### src/rtl/selen_run_ctrl_if.sv
// Status/handshake bundle between selen_run_ctrl and the core/bench it sequences.
// master = sequencer side, slave = observer side.
interface selen_run_ctrl_if;
    logic        cache_ready;
    logic        core_rst_n;
    logic        running;
    logic        done;
    logic        fail;
    logic [2:0]  state;
    logic [31:0] cycles;

    modport master (
        input  cache_ready,
        output core_rst_n,
        output running,
        output done,
        output fail,
        output state,
        output cycles
    );

    modport slave (
        output cache_ready,
        input  core_rst_n,
        input  running,
        input  done,
        input  fail,
        input  state,
        input  cycles
    );
endinterface

### src/rtl/selen_run_ctrl.sv
// Reset-and-run sequencer for selen_top: holds the core in reset, waits for the
// L1I cache, times a fixed run window and latches a sticky pass/fail status.
module selen_run_ctrl #(
    parameter int unsigned RST_CYCLES    = 5,
    parameter int unsigned READY_TIMEOUT = 1024,
    parameter int unsigned RUN_CYCLES    = 100,
    parameter int unsigned CNT_W         = 16
) (
    input  logic               clk,
    input  logic               rst,
    selen_run_ctrl_if.master   bus
);

    localparam int unsigned CYC_W = 32;

    // Terminal counts compared against the phase counter before it increments
    localparam logic [CNT_W-1:0] RST_LAST = CNT_W'(RST_CYCLES - 1);
    localparam logic [CNT_W-1:0] TO_LAST  = CNT_W'(READY_TIMEOUT - 1);
    localparam logic [CNT_W-1:0] RUN_LAST = CNT_W'(RUN_CYCLES - 1);
    localparam logic [CYC_W-1:0] CYC_MAX  = '1;

    typedef enum logic [2:0] {
        ST_RESET      = 3'd0,
        ST_WAIT_READY = 3'd1,
        ST_RUN        = 3'd2,
        ST_DONE       = 3'd3,
        ST_FAIL       = 3'd4
    } state_t;

    state_t             st;
    logic [CNT_W-1:0]   cnt;
    logic [CYC_W-1:0]   cyc;
    logic               core_rst_n_q;
    logic               running_q;
    logic               done_q;
    logic               fail_q;

    // Sequencer: state, phase counter, elapsed-cycle counter and registered outputs
    always_ff @(posedge clk) begin
        if (rst) begin
            st           <= ST_RESET;
            cnt          <= '0;
            cyc          <= '0;
            core_rst_n_q <= 1'b0;
            running_q    <= 1'b0;
            done_q       <= 1'b0;
            fail_q       <= 1'b0;
        end else begin
            case (st)
                ST_RESET: begin
                    if (cnt == RST_LAST) begin
                        st           <= ST_WAIT_READY;
                        cnt          <= '0;
                        core_rst_n_q <= 1'b1;
                    end else begin
                        cnt <= cnt + CNT_W'(1);
                    end
                end

                ST_WAIT_READY: begin
                    if (cyc != CYC_MAX) cyc <= cyc + CYC_W'(1);
                    // Ready takes precedence over a timeout on the same edge
                    if (bus.cache_ready) begin
                        st        <= ST_RUN;
                        cnt       <= '0;
                        running_q <= 1'b1;
                    end else if (cnt == TO_LAST) begin
                        st     <= ST_FAIL;
                        cnt    <= '0;
                        fail_q <= 1'b1;
                    end else begin
                        cnt <= cnt + CNT_W'(1);
                    end
                end

                ST_RUN: begin
                    if (cyc != CYC_MAX) cyc <= cyc + CYC_W'(1);
                    if (cnt == RUN_LAST) begin
                        st        <= ST_DONE;
                        cnt       <= '0;
                        running_q <= 1'b0;
                        done_q    <= 1'b1;
                    end else begin
                        cnt <= cnt + CNT_W'(1);
                    end
                end

                ST_DONE, ST_FAIL: begin
                    // Terminal: everything holds until rst
                end

                default: begin
                    st           <= ST_RESET;
                    cnt          <= '0;
                    cyc          <= '0;
                    core_rst_n_q <= 1'b0;
                    running_q    <= 1'b0;
                    done_q       <= 1'b0;
                    fail_q       <= 1'b0;
                end
            endcase
        end
    end

    assign bus.state      = 3'(st);
    assign bus.cycles     = cyc;
    assign bus.core_rst_n = core_rst_n_q;
    assign bus.running    = running_q;
    assign bus.done       = done_q;
    assign bus.fail       = fail_q;

    a_done_fail_excl: assert property (@(posedge clk) !(done_q && fail_q));

endmodule

### src/flat_wrapper.sv
// flat-port wrapper written by rule: the top's interface ports become plain ports
module selen_run_ctrl_flat 
#(
    parameter int unsigned RST_CYCLES    = 5,
    parameter int unsigned READY_TIMEOUT = 1024,
    parameter int unsigned RUN_CYCLES    = 100,
    parameter int unsigned CNT_W         = 16
)
  (clk, rst, bus_cache_ready, bus_core_rst_n, bus_running, bus_done, bus_fail, bus_state, bus_cycles);
  selen_run_ctrl_if bus_i ();
  input  logic clk;
  input  logic rst;
  input wire logic [$bits(bus_i.cache_ready)-1:0] bus_cache_ready;
  output wire logic [$bits(bus_i.core_rst_n)-1:0] bus_core_rst_n;
  output wire logic [$bits(bus_i.running)-1:0] bus_running;
  output wire logic [$bits(bus_i.done)-1:0] bus_done;
  output wire logic [$bits(bus_i.fail)-1:0] bus_fail;
  output wire logic [$bits(bus_i.state)-1:0] bus_state;
  output wire logic [$bits(bus_i.cycles)-1:0] bus_cycles;
  assign bus_i.cache_ready = bus_cache_ready;
  assign bus_core_rst_n = bus_i.core_rst_n;
  assign bus_running = bus_i.running;
  assign bus_done = bus_i.done;
  assign bus_fail = bus_i.fail;
  assign bus_state = bus_i.state;
  assign bus_cycles = bus_i.cycles;
  selen_run_ctrl #(.RST_CYCLES(RST_CYCLES), .READY_TIMEOUT(READY_TIMEOUT), .RUN_CYCLES(RUN_CYCLES), .CNT_W(CNT_W)) u_core (.clk(clk), .rst(rst), .bus(bus_i));
endmodule
### config.mk
export PLATFORM = sky130hd
export DESIGN_NAME = selen_run_ctrl_flat
export DESIGN_NICKNAME = d
export VERILOG_FILES = /design/src/rtl/selen_run_ctrl_if.sv /design/src/rtl/selen_run_ctrl.sv /design/src/flat_wrapper.sv
export SDC_FILE = /design/constraint.sdc
export NUM_CORES = 1
export LEC_CHECK = 0
export BUFFER_PORTS_ARGS = -buffer_cell sky130_fd_sc_hd__buf_2
export CORE_MARGIN = 5
export CORE_UTILIZATION = 47
export CTS_CLUSTER_SIZE = 16
export DETAILED_ROUTE_END_ITERATION = 8
export PLACE_DENSITY = 0.7
export SLEW_MARGIN = 5
export SYNTH_ARGS = -nofsm -noshare
export SYNTH_HDL_FRONTEND = slang
export SYNTH_SLANG_ARGS = --single-unit
### constraint.sdc
create_clock -name clk -period 6.7 [get_ports clk]
set_input_delay 0.67 -clock clk [delete_from_list [all_inputs] [get_ports clk]]
set_output_delay 0.67 -clock clk [all_outputs]
set_load 0.03 [all_outputs]
==> impl_metrics.toml <==
[global_routing]
antenna_found_initial = 0
grt_max_degree = 36
grt_pass1_vias = 2586
grt.overflow.total = 0
track_usage_pct = 19.2
grt_first_pass_wirelength_mm = 12.5

[power_and_ir_drop]
swShare_pct = 36.0
leakage_uw = 0.00114
peakVddDrop_v = 0.000188
p_seq_share_pct = 42.2
p_int_uw = 571
p_per_area_nw_per_um2 = 268
p_switching_uw = 322
clock_power_share_pct = 29.1
pwr-share-comb_pct = 28.8

[floorplanning]
ioPinCount = 42
die_w_um = 89.3
start_util_pct = 47.4
fp.coreArea_um2 = 6240
dieHeight_um = 89.3
dieArea_um2 = 7980
num_rows = 29

[logic_synthesis]
synth_most_common_cell = "dfxtp_1"
syn_area_um2 = 2960
synth_nets = 365
ys_types = 54
synthArstFlopShare_pct = 0
yosys-top-cells-area = "dfxtp_1, a21oi_1, o31ai_1"
ys_ff_latch = 55
syn_area_per_cell_um2 = 8.24
seq_area_frac_synth_pct = 37.2
ys.warnings.count = 0
synth_edf_count = 0
synth.largest_area_cell = "dfxtp_1"
synthCells = 359
synthFlopType = "dfxtp_1"
ys_top_cells_by_count = "dfxtp_1, a21oi_1, nand2_1"
synth_top_area_share_pct = 37.2

[sta]
fin_crit_ps = 2690
worst_pin_slew_ps = 1030
finClkSkew_ps = 10.3
hold-worst-slack_ps = 490
fmax_mhz = 371
drv_slew = 0
rsz0062_at_grt = "false"
final-setup-viol-count = 0
slew_headroom_pct = 31.3
fin_crit_sh_pct = 40.2
hold_viol_final = 0
final.setup.tns_ps = 0

[clock_network]
cts_sinks = 55
post_cts_buffers = 0
insertion_delay_ps = 310
numCtsBuffers = 5
h-tree-depth = 2
cts-root-buf = "clkbuf_8"
cts_tree = "built"
hold_buffers = 0
clockBufferDepth = 2
clk_pin_slew_ps = 100
post_cts_resized = 0

[drt]
antenna_left = 0
drtIter0Drc = 253
dr.pass1.iters = 4
dr_total_vias = 2874
vias_per_cell = 6.13
drcViolationCount = 0
wl_per_cell_um = 15.6
drt-total-wl_mm = 7.30

[place]
gp_congestion = 0.850
port_buffers = 41
dp_hpwl_mm = 5.03

[min_path]
hp-class = "reg2reg"

[cells_and_area]
utilization_pct = 53.3
layout-drive-gt1-share_pct = 18.1
antenna_cells = 0
n_fill_cell = 610
area_delta_synth_final_pct = 12.6
nets = 397

[run]
maxCapViolations = 0

[critical_path]
startpoint_type = "flop"
path_class = "reg2reg"
arrival_ps = 2910
cp-end-kind = "flop"
cp_max_fo = 31
cp.required_ps = 6920

[run_status]
outcome = "completed"
## cells by family after synthesis
group,share of synthesized area (%)
simple gates,32.3
compound gates,21.5
flops,37.2
buf+inv,3.51
xor+xnor,3.85
fa+ha+maj,1.27
mux,0.338
## area by class of cell
cell class / instances / area (µm²) / area share (%)
clock buffer: 6 / 72.6 / 2.18
timing repair buffer: 44 / 228 / 6.84
multi-input combinational: 280 / 1750 / 52.6
clock inverter: 2 / 60.1 / 1.80
tap: 77 / 96.3 / 2.89
sequential: 55 / 1100 / 33.1
inverter: 5 / 18.8 / 0.564
## registers in the layout (all words and copies together) (netlist names)
name                   count
u_core.bus.cycles         32
u_core.bus.fail            1
u_core.bus.running         1
u_core.bus.done            1
u_core.cnt                16
u_core.bus.state           3
u_core.bus.core_rst_n      1
## routing by layer
layer  vias to the layer above  routed length, µm  track usage, %
met1                      1367               3350            25.3
met5                         -                  0               0
met4                         0                 68            3.92
met2                        58               3470            32.6
li1                       1443                  -               -
met3                         6                411            3.59
## cells in the final DEF, fill, tap and decap left out, types with 2 or more instances in the layout
cell       instances
a41oi_1            2
nor2_1            24
xnor2_1           10
a21oi_1           35
or4b_2             2
nand4b_1           2
buf_4              3
bufinv_16          2
nor2_2            10
a2bb2oi_1          3
clkbuf_8           5
xor2_1             3
o22ai_1            2
buf_2             41
nor3_1            13
a311oi_1           2
inv_1              5
and4_1             4
a31oi_1            8
nand4_1           16
o21a_1             2
nand3b_1           2
or4_1             17
dfxtp_1           55
o31ai_1           19
nor4_1             9
nand2b_1           2
and3_1             5
o31a_1             5
and2_1             4
or3_1              3
o41ai_1            2
ha_1               3
nand3_1           15
o21ai_0           11
nand2_1           27
## power groups by stage
stage | Clock [µW] | Combinational, µW | Sequential (µW)
after detailed placement | 0 | 257 | 383
after global routing | 278 | 289 | 381
final | 260 | 257 | 377
after global placement | 0 | 253 | 383
after CTS | 265 | 259 | 376
after floorplan | 0 | 192 | 393
## path summary, 6_finish.rpt
path	start	endpoint	slack (ps)	cells past startpoint
max	u_core.bus.cycles[24]	u_core.bus.cycles[31]	4010	5
min	u_core.bus.running	u_core.bus.running	490	2
min reg2reg	u_core.bus.running	u_core.bus.running	490	2
max reg2reg	u_core.bus.cycles[24]	u_core.bus.cycles[31]	4010	5
## metrics by stage
stage          setup slack, ps  power (µW)  cells  area, µm²
3_5_place_dp              4060         640    461       3200
6_report                  4010         893    469       3330
4_1_cts                   4050         900    469       3330
2_1_floorplan             4530         585    359       2960
3_3_place_gp              4200         636    461       3200
5_1_grt                   3780         948    469       3330
## critical path: stages, from the launching register on
cell	delay (ps)
dfxtp_1	450
nand4_1	200
nor4_2	550
and4_1	920
nor2_1	180
a311oi_1	290
Note: power is estimated with default switching activity, not from simulation.
